## config.mk

```make
export PLATFORM = sky130hd
export DESIGN_NAME = fetch_pc_predictor
export DESIGN_NICKNAME = d
export VERILOG_FILES = /design/src/rtl/fetch_pc_predictor.sv
export SDC_FILE = /design/constraint.sdc
export NUM_CORES = 2
export LEC_CHECK = 0
export ABC_AREA = 0
export CAP_MARGIN = 20
export CORE_ASPECT_RATIO = 1.25
export CORE_MARGIN = 2
export CORE_UTILIZATION = 60
export CTS_BUF_LIST = sky130_fd_sc_hd__clkbuf_16
export DETAILED_ROUTE_END_ITERATION = 10
export GPL_ROUTABILITY_DRIVEN = 0
export PLACE_DENSITY = 0.82
export SYNTH_ARGS = -nofsm -noshare
export SYNTH_HDL_FRONTEND = slang
export SYNTH_SLANG_ARGS = --single-unit
```

## constraint.sdc

```tcl
create_clock -name clk -period 5.5 [get_ports clk]
set_input_delay 0.825 -clock clk [delete_from_list [all_inputs] [get_ports clk]]
set_output_delay 0.825 -clock clk [all_outputs]
set_load 0.005 [all_outputs]
```

## src/rtl/fetch_pc_predictor.sv

```systemverilog
// Fetch PC generator with a direct-mapped BTB of 2-bit saturating counters.
// Define BPU_PERF_CNT_EN to add the branch_cnt / mispredict_cnt outputs.
module fetch_pc_predictor #(
  parameter logic [31:0] RESET_PC    = 32'h0000_0000,
  parameter int unsigned BTB_ENTRIES = 16,
  parameter logic [1:0]  CTR_INIT    = 2'b01
) (
  input  logic        clk,
  input  logic        rst,
  input  logic        stall,
  input  logic        ex_valid,
  input  logic        ex_is_branch,
  input  logic [31:0] ex_pc,
  input  logic        ex_taken,
  input  logic [31:0] ex_target,
  input  logic        ex_pred_taken,
  input  logic [31:0] ex_pred_target,
  output logic [31:0] pc_out,
  output logic        pred_taken,
  output logic [31:0] pred_target,
`ifdef BPU_PERF_CNT_EN
  output logic [31:0] branch_cnt,
  output logic [31:0] mispredict_cnt,
`endif
  output logic        flush
);

  localparam int unsigned IDX  = $clog2(BTB_ENTRIES);
  localparam int unsigned TAGW = 30 - IDX;

  logic [29:0]     pc_q;
  logic            valid_q [BTB_ENTRIES];
  logic [TAGW-1:0] tag_q   [BTB_ENTRIES];
  logic [29:0]     tgt_q   [BTB_ENTRIES];
  logic [1:0]      ctr_q   [BTB_ENTRIES];

  logic [IDX-1:0]  l_idx, u_idx;
  logic [TAGW-1:0] u_tag;
  logic            l_hit, u_hit, mispredict, train;
  logic [31:0]     ex_pc_plus4;
  logic [29:0]     redirect;

  assign pc_out = {pc_q, 2'b00};

  always_comb begin
    l_idx       = pc_q[IDX-1:0];
    l_hit       = valid_q[l_idx] && (tag_q[l_idx] == pc_q[29:IDX]);
    pred_taken  = l_hit && ctr_q[l_idx][1];
    pred_target = pred_taken ? {tgt_q[l_idx], 2'b00} : {pc_q + 30'd1, 2'b00};
  end

  always_comb begin
    mispredict  = ex_valid && ((ex_taken != ex_pred_taken) ||
                               (ex_taken && (ex_target != ex_pred_target)));
    ex_pc_plus4 = ex_pc + 32'd4;
    redirect    = ex_taken ? ex_target[31:2] : ex_pc_plus4[31:2];
    u_idx       = ex_pc[IDX+1:2];
    u_tag       = ex_pc[31:IDX+2];
    u_hit       = valid_q[u_idx] && (tag_q[u_idx] == u_tag);
    train       = ex_valid && ex_is_branch;
  end

  assign flush = mispredict;

  // A mispredict must redirect even while stalled, or the wrong path would be held.
  always_ff @(posedge clk) begin
    if (rst)             pc_q <= RESET_PC[31:2];
    else if (mispredict) pc_q <= redirect;
    else if (!stall)     pc_q <= pred_target[31:2];
  end

  always_ff @(posedge clk) begin
    if (rst) begin
      for (int unsigned i = 0; i < BTB_ENTRIES; i++) begin
        valid_q[i] <= 1'b0;
        tag_q[i]   <= '0;
        tgt_q[i]   <= '0;
        ctr_q[i]   <= CTR_INIT;
      end
    end else if (train) begin
      if (u_hit) begin
        if (ex_taken) begin
          if (ctr_q[u_idx] != 2'b11) ctr_q[u_idx] <= ctr_q[u_idx] + 2'd1;
          tgt_q[u_idx] <= ex_target[31:2];
        end else if (ctr_q[u_idx] != 2'b00) begin
          ctr_q[u_idx] <= ctr_q[u_idx] - 2'd1;
        end
      end else if (ex_taken) begin
        valid_q[u_idx] <= 1'b1;
        tag_q[u_idx]   <= u_tag;
        tgt_q[u_idx]   <= ex_target[31:2];
        ctr_q[u_idx]   <= 2'b10;
      end
    end
  end

`ifdef BPU_PERF_CNT_EN
  always_ff @(posedge clk) begin
    if (rst) begin
      branch_cnt     <= '0;
      mispredict_cnt <= '0;
    end else begin
      if (train)      branch_cnt     <= branch_cnt + 32'd1;
      if (mispredict) mispredict_cnt <= mispredict_cnt + 32'd1;
    end
  end
`endif

endmodule
```

======== Word-level counts from Yosys, hierarchy flattened ========
Memory sizes are Yosys's and may differ from the RTL's. A register that Yosys moved wholly into a read port is not among the register bits.
Index checks and enable logic that the tools add are counted.
storage, ports and cells
  register bits after elaboration ......... 30
  bits in latches ......................... 0
  memory bits (writable) .................. 944
  memory bits (read-only) ................. 0
  output and inout port bits .............. 66
  logic and storage cells ................. 80
  memories kept ........................... 4
memory list
  memory   depth  bits a word  rd ports  clocked after Yosys merged registers in  write ports  line  text
  tgt_q    16     30           1         1                                        16           34    logic [29:0] tgt_q [BTB_ENTRIES];
  tag_q    16     26           2         1                                        16           33    logic [TAGW-1:0] tag_q [BTB_ENTRIES];
  ctr_q    16     2            2         1                                        16           35    logic [1:0] ctr_q [BTB_ENTRIES];
  valid_q  16     1            2         1                                        16           32    logic valid_q [BTB_ENTRIES];
cells by class
  $add $sub $neg .......................... 4
  multipliers ............................. 0
  divide/modulo/power cells ............... 0
  $lt $le $gt $ge ......................... 0
  equal/unequal tests ..................... 6
  shift operators ......................... 0
  muxes and demuxes ....................... 50
  bitwise operators ....................... 3
  reductions and logical operators ........ 12
operators by type and width
  cell                   count
  $mux 30                5
  $eq 26x26->1           2
  $mux 4                 12
  $add 32x3->32 const B  1
  $mux 32                1
  $ne 32x32->1           1
  $add 30x1->30 const B  1
  $reduce_or 30->1       1
  $mux 1                 28
  $mux 26                1
  $reduce_or 26->1       1
  $logic_and 1x1->1      6
  $mux 2                 3
  $or 1x1->1             3
  $add 2x1->2 const B    1
  $ne 2x1->1 const B     1
  $ne 2x2->1 const B     1
  $reduce_bool 2->1      1
  $reduce_or 2->1        1
  $sub 2x1->2 const B    1
  $logic_or 1x1->1       1
  $ne 1x1->1             1
  $reduce_or 1->1        1

======== Depth between registers and ports, before layout ========
An unclocked memory read counts as a cell.
  depth in word-level cells ............... 12
  depth in mapped cells ................... 16

======== Least setup slack after synthesis ========
OpenSTA, ideal clock, no wires.
  path type ............................... input-to-reg
  from .................................... in ex_pc[5]
  to ...................................... mem tgt_q[3][0] (enable)
  setup time .............................. 0.459 ns
  arrival ................................. 4.444 ns
  required time ........................... 5.041 ns
  setup slack ............................. 0.597 ns
  cell stages on the path ................. 8
  path buffers ............................ 6
  path through ............................ buf_2 -> buf_2 -> buf_2 -> buf_1 -> or2_2 -> clkbuf_1 -> clkbuf_1 -> o21ai_0
RTL lines
  what                line  text
  start: declaration  13    input logic [31:0] ex_pc,
  end: declaration    34

==> metrics.md <==
| Metric | Value |
|---|---|
| Syn_area_per_cell | `13.8 sq um` |
| Largest area contributor in the netlist | `edfxtp_1` |
| Synth cell types | `76` |
| Cell row count | `119` |
| WL/cell | `34.4 um` |
| Routed Antenna Nets | `0` |
| Total track usage | `0.389` |
| Async S/R FF share, synth | `0` |
| Core Area | `84100 sq um` |
| Fmax | `0.179 GHz` |
| Worst-Margin Slew | `1.16 ns` |
| Lkg Pwr | `0.0216 uW` |
| First-pass GRT wire length | `241000 um` |
| Worst-skew pair later-pin latency | `0.71 ns` |
| Top FF cell, synth | `edfxtp_1` |
| Post-Synthesis Cells | `3691` |
| Register area share after synthesis | `0.567` |
| Most common cell in the synthesized netlist | `edfxtp_1` |
| Vias in the first global route | `36200` |
| Layout net count | `3877` |
| Layout cells sized above 1 | `0.221` |
| Worst slew margin | `0.228` |
| Area of the multi-input gates | `20600 sq um` |
| Max stage delay on crit path | `0.58 ns` |
| Root buf cell | `clkbuf_16` |
| Final setup TNS | `-0.634 ns` |
| Post-synth EDFFs | `928` |
| Post-route cell area | `57900 sq um` |
| Flop-to-flop setup slack | `1.21 ns` |
| Initial DRC count | `6838` |
| Worst setup SP type | `flip-flop` |
| Cell Area, Synth | `50900 sq um` |
| Crit path depth | `12` |
| CTS tree | `done` |
| Die width | `265 um` |
| Post-route setup slack | `-0.101 ns` |
| Clk_skew | `0.0444 ns` |
| PD cells | `303 nW/um^2` |
| Yosys warning count | `0` |
| Yosys reg bits | `978` |
| Max-capacitance violation count | `0` |
| Status | `complete, but fails checks` |
| CTS Buf Count | `95` |
| Final slew viol count | `0` |
| GRT Residual Overflow | `0` |
| Vias per std cell | `7.34` |
| Count of final hold-check violations | `0` |
| CP required | `4.68 ns` |
| Crit-path max FO | `14` |
| WHS Path Cells | `1` |
| WL final | `170000 um` |
| H-tree levels | `3` |
| Post-layout min period | `5.60 ns` |
| Cell mode on critical path | `buf_4` |
| DRC viols | `0` |
| DR pass1 iterations | `7` |
| Failing checks | `setup timing` |
| Area contributors post-synth | `edfxtp_1 (55%), mux4_2 (16%), and2_1 (6.0%), and3_1 (5.3%), clkbuf_1 (2.4%)` |
| Clock Path Buffers | `3` |
| Initial antenna violation count | `12` |
| CP Capture Type | `primary output` |
| Critical path cell sequence | `inv_2 -> buf_4 -> mux4_2 -> nand2_1 -> and4_1 -> nand4b_1 -> nor4b_2 -> buf_4 -> nand3_2 -> buf_8 -> mux2i_1 -> clkdlybuf4s50_1` |
| Post-DP HPWL | `99400 um` |
| Finish-stage setup viols | `14` |
| Worst Setup Path Type | `reg2out` |
| Sequential cell area | `28900 sq um` |
| Clk sink count | `978` |
| Final core occ | `0.688` |
| Die Y | `330 um` |
| Clk pin slew, worst setup/hold paths | `0.07 ns` |
| RSZ-0062 raised after global routing | `true` |
| Area after DPL | `54500 sq um` |
| Fillers | `5414` |
| Final Cycle Share | `1.02` |
| Area Overhead vs Synth | `13.7%` |
| Starting Density | `0.605` |
| Reg2reg path depth | `10` |
| Routed vias | `36200` |
| Synth top area share | `0.547` |
| VDD IR max | `0.000318 V` |
| Largest delay share family, worst path | `buffers and inverters` |
| Largest net degree at the start of global routing | `172` |
| Hold WC Path Type | `reg2reg` |
| Top cells by count, synth | `edfxtp_1 (928), and2_1 (486), and3_1 (435)` |
| Overall power | `17500 uW` |
| Worst path arrival time | `4.78 ns` |
| Number of port buffers | `162` |
| Crit path buf inv count | `5` |
| Slowest CP cell | `clkdlybuf4s50_1` |
| Top Ports | `169` |
| Die ar. | `87200 sq um` |
-- worst reg2reg max path: stages (launching register included) --
cell and delay [ns]:
edfxtp_1 0.40, mux4_2 0.49, mux4_2 0.48, xnor2_1 0.26, nand4_1 0.42, nor4_2 0.46
o2111ai_2 0.40, buf_4 0.28, o21ai_0 0.22, a22oi_2 0.30, nor3_1 0.37
-- per-stage QoR --
stage / setup slack [ns] / hold WS (ns) / instances
final: -0.101 / 0.498 / 4938
after global routing: -0.0534 / 0.500 / 4935
after CTS: -0.0300 / 0.480 / 4913
after detailed placement: 0.370 / 0.465 / 4731
after global placement: 0.396 / 0.466 / 4731
after floorplan: 0.597 / 0.443 / 3694
-- final timing paths --
path	to	startpoint
max	pred_target[12]	flip-flop
min	valid_q[15]	valid_q[15]
max reg2reg	ctr_q[13][1]	tag_q[3][9]
min reg2reg	valid_q[15]	valid_q[15]
-- logic make-up after synthesis --
kind of cell             count (synthesis)  share of synthesized area
AND/OR/NAND/NOR                       1413                      0.158
AO/OA/AOI/OAI                          251                     0.0355
multiplexers                           470                      0.179
adder cells (fa/ha/maj)                  5                    0.00123
XOR/XNOR                               126                     0.0217
flip-flops                             978                      0.567
other                                    1                  0.0000737
buffers and inverters                  447                     0.0366
-- cell usage in the layout, fill, tap and decap left out, types with 46 or more instances in the layout --
cell type | Yosys | layout
edfxtp_1 | 928 | 928
and2_1 | 486 | 486
and3_1 | 435 | 435
mux4_2 | 352 | 352
buf_4 | 16 | 188
nand2_1 | 169 | 169
clkdlybuf4s50_1 | 0 | 156
nor2_1 | 118 | 101
clkbuf_16 | 0 | 98
mux2i_1 | 98 | 91
xor2_1 | 67 | 66
nand3_1 | 62 | 61
xnor2_1 | 59 | 57
a21oi_1 | 51 | 51
dfxtp_1 | 50 | 46
-- cell type report --
cell class | instances | share of cell area
sequential | 978 | 0.499
multi-input combinational | 2269 | 0.357
timing repair buffer | 402 | 0.0700
clock buffer | 96 | 0.0415
tap | 1089 | 0.0235
clock inverter | 77 | 0.00776
inverter | 23 | 0.00156
antenna | 4 | 0.000173
-- flip-flops by register name, summed over array words and instances, names as in the netlist, named ones only --
signal   count
ctr_q       32
tgt_q      480
valid_q     16
pc_q        30
tag_q      416
-- report_power, final --
group	total, uW	internal, uW	switching (uW)
Sequential	8750	8520	226
Combinational	2620	1130	1490
Clock	6180	3300	2880
Total	17500	13000	4590
-- per-layer routing --
layer	track usage	up-vias	wire length [um]
li1	-	14100	-
met5	0	-	77
met3	0.128	903	26000
met1	0.461	17700	52200
met2	0.600	3473	77100
met4	0.286	10	14500
-- timing repair --
action | 4_1_cts | 5_1_grt
setup buffers | 9 | 19
gates resized for setup | 9 | 31
cloned | 0 | 2
pin swaps | 0 | 1
hold buffers | 0 | 0
setup endpoints to repair | 29 | 31
Note: power is estimated with default switching activity, not from simulation.
